===== src/rtl/nsa_pkg.sv =====
// Shared definitions for the nibble-serial adder.
//   state_t  : controller states (IDLE -> ADD -> DONE -> IDLE)
//   NIBBLE_W : width of the shared adder core, bits consumed per ADD cycle
package nsa_pkg;

    typedef enum logic [1:0] {
        IDLE = 2'd0,
        ADD  = 2'd1,
        DONE = 2'd2
    } state_t;

    localparam int NIBBLE_W = 4;

endpackage


===== src/rtl/Four_bit_ripple_carryadder.sv =====
// Four-bit ripple-carry adder used as the per-nibble core.
// Ports:
//   Sum  [3:0] out : A + B + Cin, low four bits
//   Cout       out : carry out of bit 3
//   A    [3:0] in  : operand A
//   B    [3:0] in  : operand B
//   Cin        in  : carry into bit 0
module Four_bit_ripple_carryadder
    import nsa_pkg::*;
(
    output logic [NIBBLE_W-1:0] Sum,
    output logic                Cout,
    input  logic [NIBBLE_W-1:0] A,
    input  logic [NIBBLE_W-1:0] B,
    input  logic                Cin
);

    logic [NIBBLE_W:0] carry;

    assign carry[0] = Cin;

    generate
        for (genvar gi = 0; gi < NIBBLE_W; gi++) begin : g_fa
            assign Sum[gi]     = A[gi] ^ B[gi] ^ carry[gi];
            assign carry[gi+1] = (A[gi] & B[gi]) | (carry[gi] & (A[gi] ^ B[gi]));
        end
    endgenerate

    assign Cout = carry[NIBBLE_W];

endmodule


===== src/rtl/nibble_serial_adder.sv =====
// Multi-cycle WIDTH-bit adder: one nibble per cycle through a shared
// four-bit ripple-carry core, least-significant nibble first.
// Ports:
//   clk, rst_n           : clock, asynchronous active-low reset
//   in_valid / in_ready  : operand handshake (ready only in IDLE)
//   a, b, cin            : operands and carry-in
//   out_valid / out_ready: result handshake (valid only in DONE)
//   sum, cout, overflow  : registered result, held until the next result
module nibble_serial_adder
    import nsa_pkg::*;
#(
    parameter int WIDTH = 16
) (
    input  logic             clk,
    input  logic             rst_n,
    input  logic             in_valid,
    output logic             in_ready,
    input  logic [WIDTH-1:0] a,
    input  logic [WIDTH-1:0] b,
    input  logic             cin,
    output logic             out_valid,
    input  logic             out_ready,
    output logic [WIDTH-1:0] sum,
    output logic             cout,
    output logic             overflow
);

    localparam int NIBBLES = WIDTH / NIBBLE_W;
    localparam int IDX_W   = $clog2(NIBBLES);

    state_t                state_reg;
    logic [WIDTH-1:0]      a_sh_reg;
    logic [WIDTH-1:0]      b_sh_reg;
    logic [WIDTH-1:0]      sum_sh_reg;
    logic                  carry_reg;
    logic [IDX_W-1:0]      idx_reg;
    logic                  a_msb_reg;
    logic                  b_msb_reg;
    logic [WIDTH-1:0]      sum_reg;
    logic                  cout_reg;
    logic                  overflow_reg;

    logic [NIBBLE_W-1:0]   s4;
    logic                  c4;
    logic [WIDTH-1:0]      sum_sh_next;
    logic                  last_nibble;

    Four_bit_ripple_carryadder u_core (
        .Sum  (s4),
        .Cout (c4),
        .A    (a_sh_reg[NIBBLE_W-1:0]),
        .B    (b_sh_reg[NIBBLE_W-1:0]),
        .Cin  (carry_reg)
    );

    // New nibble enters at the top; after NIBBLES shifts nibble 0 sits at the bottom.
    assign sum_sh_next = {s4, sum_sh_reg[WIDTH-1:NIBBLE_W]};
    assign last_nibble = (idx_reg == IDX_W'(NIBBLES - 1));

    always_ff @(posedge clk or negedge rst_n) begin
        if (!rst_n) begin
            state_reg    <= IDLE;
            a_sh_reg     <= '0;
            b_sh_reg     <= '0;
            sum_sh_reg   <= '0;
            carry_reg    <= 1'b0;
            idx_reg      <= '0;
            a_msb_reg    <= 1'b0;
            b_msb_reg    <= 1'b0;
            sum_reg      <= '0;
            cout_reg     <= 1'b0;
            overflow_reg <= 1'b0;
        end else begin
            case (state_reg)
                IDLE: begin
                    if (in_valid) begin
                        a_sh_reg  <= a;
                        b_sh_reg  <= b;
                        carry_reg <= cin;
                        a_msb_reg <= a[WIDTH-1];
                        b_msb_reg <= b[WIDTH-1];
                        idx_reg   <= '0;
                        state_reg <= ADD;
                    end
                end
                ADD: begin
                    carry_reg  <= c4;
                    sum_sh_reg <= sum_sh_next;
                    a_sh_reg   <= a_sh_reg >> NIBBLE_W;
                    b_sh_reg   <= b_sh_reg >> NIBBLE_W;
                    if (last_nibble) begin
                        // Wrap instead of incrementing so idx stays within range.
                        idx_reg      <= '0;
                        // Outputs load only here, so they stay stable under backpressure
                        // and keep the previous result while the next one is being built.
                        sum_reg      <= sum_sh_next;
                        cout_reg     <= c4;
                        overflow_reg <= (a_msb_reg == b_msb_reg) && (s4[NIBBLE_W-1] != a_msb_reg);
                        state_reg    <= DONE;
                    end else begin
                        idx_reg <= idx_reg + IDX_W'(1);
                    end
                end
                DONE: begin
                    if (out_ready) begin
                        state_reg <= IDLE;
                    end
                end
                default: state_reg <= IDLE;
            endcase
        end
    end

    assign in_ready  = (state_reg == IDLE);
    assign out_valid = (state_reg == DONE);
    assign sum       = sum_reg;
    assign cout      = cout_reg;
    assign overflow  = overflow_reg;

endmodule


===== config.mk =====
export PLATFORM = sky130hd
export DESIGN_NAME = nibble_serial_adder
export DESIGN_NICKNAME = d
export VERILOG_FILES = /design/src/rtl/nsa_pkg.sv /design/src/rtl/Four_bit_ripple_carryadder.sv /design/src/rtl/nibble_serial_adder.sv
export SDC_FILE = /design/constraint.sdc
export NUM_CORES = 1
export LEC_CHECK = 0
export ABC_CLOCK_PERIOD_IN_PS = 2900
export CAP_MARGIN = 15
export CORE_MARGIN = 4
export CORE_UTILIZATION = 35
export CTS_CLUSTER_SIZE = 8
export DETAILED_ROUTE_END_ITERATION = 10
export PLACE_DENSITY_LB_ADDON = 0.3
export SYNTH_ARGS = -nofsm -noshare
export SYNTH_HDL_FRONTEND = slang
export SYNTH_SLANG_ARGS = --single-unit
export TNS_END_PERCENT = 1

===== constraint.sdc =====
create_clock -name clk -period 2.9 [get_ports clk]
set_clock_uncertainty 0.1 [all_clocks]
set_input_delay 0.435 -clock clk [delete_from_list [all_inputs] [get_ports clk]]
set_output_delay 0.435 -clock clk [all_outputs]
set_load 0.05 [all_outputs]

==> results <==
- The startpoint kind of the worst setup timing path is a flip-flop.
- The initial antenna violation count is 0.
- The number of global-route vias before repair came to 2300.
- Along the worst path, the maximum fanout reaches 4.
- The die area is 0.0105 sq mm.
- The count of hold-fix buffers inserted at cts is 0.
- In this run the clock root is driven by a sky130_fd_sc_hd__clkbuf_8.
- After the first detailed-routing iteration, the DRC count stood at 118.
- The hold violation total from the final report is 0.
- Summed over all nets, the half-perimeter wirelength after detailed placement is ~4.7 mm.
- Sequential elements use 55.0% of the synthesized area.
- The max-slew violation total from the final report was 0.
- The first global-routing pass estimated roughly 11 mm of wire.
- In this run the most used layer during global routing was met2.
- Counting flops and latches in the post-synthesis netlist gives approximately 70.
- The TritonCTS clock tree is done.
- In this run the power density over the cells is 1130 mW/mm^2.
- The initial utilization of the core area, before any placement, comes to 36.0%.
- The die height is 103 um.
- The post-synthesis cell type with the largest combined area is sky130_fd_sc_hd__dfrtp_1.
- Synthesis produced a netlist whose cell count is about 290.
- The setup path with the least slack is of type reg2reg.
- The residual overflow from global routing is 0.
- The maximum clock path buffer count is 2.
- The arrival time of the worst setup path is ~2700 ps.
- In this run the count of I/O pins placed on the die edge is 57.
- Routability-driven placement finished with a final weighted congestion of 0.745.
- Of the total synthesized cell area, the portion taken by AND, OR, NAND and NOR gates is between 10% and 20%.
- The number of max-cap violations is 0.
- The layout filler cell count is about 840.
- Summing the areas of all compound-gate instances in the mapped netlist gives about 17% of the synthesized area.
- The number of placed instances, taps included, is 438.
- The setup-violating endpoint count in the final report is 0.
- The detail route stage leaves a number of antenna-violating nets equal to 0.
- Measured against its own limit, the worst slew margin works out to between 50% and 60%.
- The buffers inserted during post-CTS setup optimization is 0.
- In the global route stage, overall resource usage came out at 14.3%.
- After Yosys synthesis, XOR and XNOR cells account for 0% of the synthesized area.
- The average instance in the mapped netlist occupies between 10 and 15 sq um.
- Dividing the detail-routed via count by the number of cells gives 4.95.
- By area, the combinational part of the netlist is dominated by compound AO/OA/AOI/OAI gates.
- The number of distinct library cells after synthesis is 30.
- The total inserted antenna cells is 0.
- The final wirelength is about 7 mm.
- The kind of capture point of the worst setup path is a flip-flop.
- For this run, global-route usage on met1 was measured as a little under a fifth.
- In the final timing run, aggregate negative setup slack is 0 ps.
- Relative to the synthesized area, the layout overhead comes to 26.6%.
- For the pin with the worst max-slew slack, the measured transition is about 700 ps.
- The number of I/O port buffers is 56.
- Summing over every cut layer, the via total after detailed routing is between 2000 and 2500.
- Data on the critical path is required at its endpoint by approximately 3000 ps.
- After the flow finishes, the layout carries non-filler instances totaling 454.
- The met3 global-route usage is a little under 5%.
- Setup repair after global routing left no endpoint under its margin.
- Counting every sink on the clock net gives 69.
- The number of flops mapped to enable cells by yosys is 0.
- The number of warnings reported in the yosys synthesis log is 0.
- After clock tree synthesis, the repair step resized 0 gates.
- After clock tree synthesis, the clock-pin slew on the worst setup and hold paths is 70 ps.
- The run finished with clean final reports.
- Counting the buffers created by CTS gives 9.
- Summing every instance area after synthesis gives 0.00314 sq mm.
- The floorplan step set the die width to 103 um.
- VDD sags by at most ~0.00057 V.
- The clock period minus final worst setup slack is 2580 ps.
- The maximum number of pins on one net before global-route repair is 44.
- The count of unresolved DRC violations after routing is 0.
- The H-tree depth reported by CTS is 3.
- In the final layout, the share of cells above drive strength 1 is 12.1%.
- The total leakage power is roughly 1.8 nW.
- The first-pass iteration count of the detailed router is 4.
- The floorplan has 34 rows.
- The top cell type by area accounts for 55.0% of the synthesized area.
- The fraction of registers with async set or reset after synthesis is 100%.
- The total area inside the core boundary comes to 0.00872 sq mm.
- Sorting the synthesized cells by how often they occur yields sky130_fd_sc_hd__dfrtp_1, sky130_fd_sc_hd__nand2_1, sky130_fd_sc_hd__o21ai_0.
- In the synthesized netlist, mux cells make up 7.05% of the area.
- By area the synthesized netlist is led by sky130_fd_sc_hd__dfrtp_1, sky130_fd_sc_hd__nand2_1, sky130_fd_sc_hd__o21ai_0, sky130_fd_sc_hd__a22oi_1, sky130_fd_sc_hd__mux2_4.
- The class of the most critical hold timing path is in2async.
- The final-stage net count is 383.
- Yosys instantiated no cell more often than sky130_fd_sc_hd__dfrtp_1.
- The clock reaches the later pin of the worst-skew pair after 350 ps.
- In the global route stage, met2 resource usage came out at 23.1%.
- Dividing the detail-routed wire length by the instance count gives 15.3 um.
- The part of the cycle the worst path needs is between 80 and 90%.
- The net count after synthesis is 330.
- In the synthesized netlist the dominant register cell turns out to be sky130_fd_sc_hd__dfrtp_1.
- The adder and majority cell fraction of the synthesized area is 2.95%.
- Static timing analysis puts the maximum clock frequency at 388 MHz.
[where the power goes]
part           switching [mW]  total [mW]  leakage [nW]  internal, mW
clock                   0.369       0.880         0.114         0.511
combinational            1.17        1.97         0.799         0.800
sequential              0.266        1.63         0.884          1.37
total                    1.81        4.49          1.80          2.68
[final timing paths]
kind	from	endpoint	slack, ps	cells after the start
worst max-delay path	a_sh_reg[0]$_DFFE_PN0P_	overflow$_DFFE_PN0P_	320	10
worst max register to register	a_sh_reg[0]$_DFFE_PN0P_	overflow$_DFFE_PN0P_	320	10
worst min register to register	sum_sh_reg[6]$_DFFE_PN0P_	sum_sh_reg[6]$_DFFE_PN0P_	370	2
max in group asynchronous	rst_n	b_sh_reg[3]$_DFFE_PN0P_	2050	2
worst min-delay path	rst_n	sum[2]$_DFFE_PN0P_	4	1
min in group clk	sum_sh_reg[6]$_DFFE_PN0P_	sum_sh_reg[6]$_DFFE_PN0P_	370	2
[cells in the final DEF, fill, tap and decap left out, drive strengths merged, types with 3 or more instances in the layout]
master         instances
buf                    7
a21oi                 15
o21ai                 38
nor2b                 14
inv                   10
nand2                 58
a2bb2oi                5
nor2                   3
a22oi                 22
clkbuf                11
fa                     4
mux2                  16
clkdlybuf4s50         55
a22o                   3
dfrtp                 69
[cell families after synthesis]
logic type	Yosys count
adder cells (fa/ha/maj)	5
AND/OR/NAND/NOR	84
AO/OA/AOI/OAI	85
buffers and inverters	29
flip-flops	69
multiplexers	16
[layout make-up]
class                           count  area, sq um  area share (%)
Clock buffer                       11          141            3.56
Clock inverter                      5         82.6            2.08
Inverter                            9         33.8           0.850
Multi-Input combinational cell    190         1240            31.3
Sequential cell                    69         1730            43.4
Tap cell                          108          135            3.40
Timing Repair Buffer               62          613            15.4
[metrics by stage]
step                setup WS, ps  hold WS (ps)  util [%]  total power [mW]  area (sq um)
CTS                          299          2.44      45.6              4.55          3980
detailed placement           302           363      43.0              3.65          3750
floorplan                    454          39.4         -              3.10          3140
global route                 122          21.9      45.6              4.81          3980
global placement             365           358      43.0              3.60          3750
finish                       320          4.32      45.6              4.49          3980
[worst max-delay path: stages (launching register included)]
cell,delay [ps]
sky130_fd_sc_hd__dfrtp_1,410
sky130_fd_sc_hd__fa_1,420
sky130_fd_sc_hd__inv_1,70
sky130_fd_sc_hd__fa_1,160
sky130_fd_sc_hd__inv_1,50
sky130_fd_sc_hd__fa_1,360
sky130_fd_sc_hd__inv_1,70
sky130_fd_sc_hd__fa_1,450
sky130_fd_sc_hd__and3_1,200
sky130_fd_sc_hd__nor2_1,90
sky130_fd_sc_hd__o21ai_0,70
[per-layer routing]
metal / wire length, um / up-vias
met2: 3380 / 66
met4: 68 / 0
li1: - / 1090
met3: 417 / 7
met5: 0 / -
met1: 3060 / 1086
Note: power is estimated with default switching activity, not from simulation.
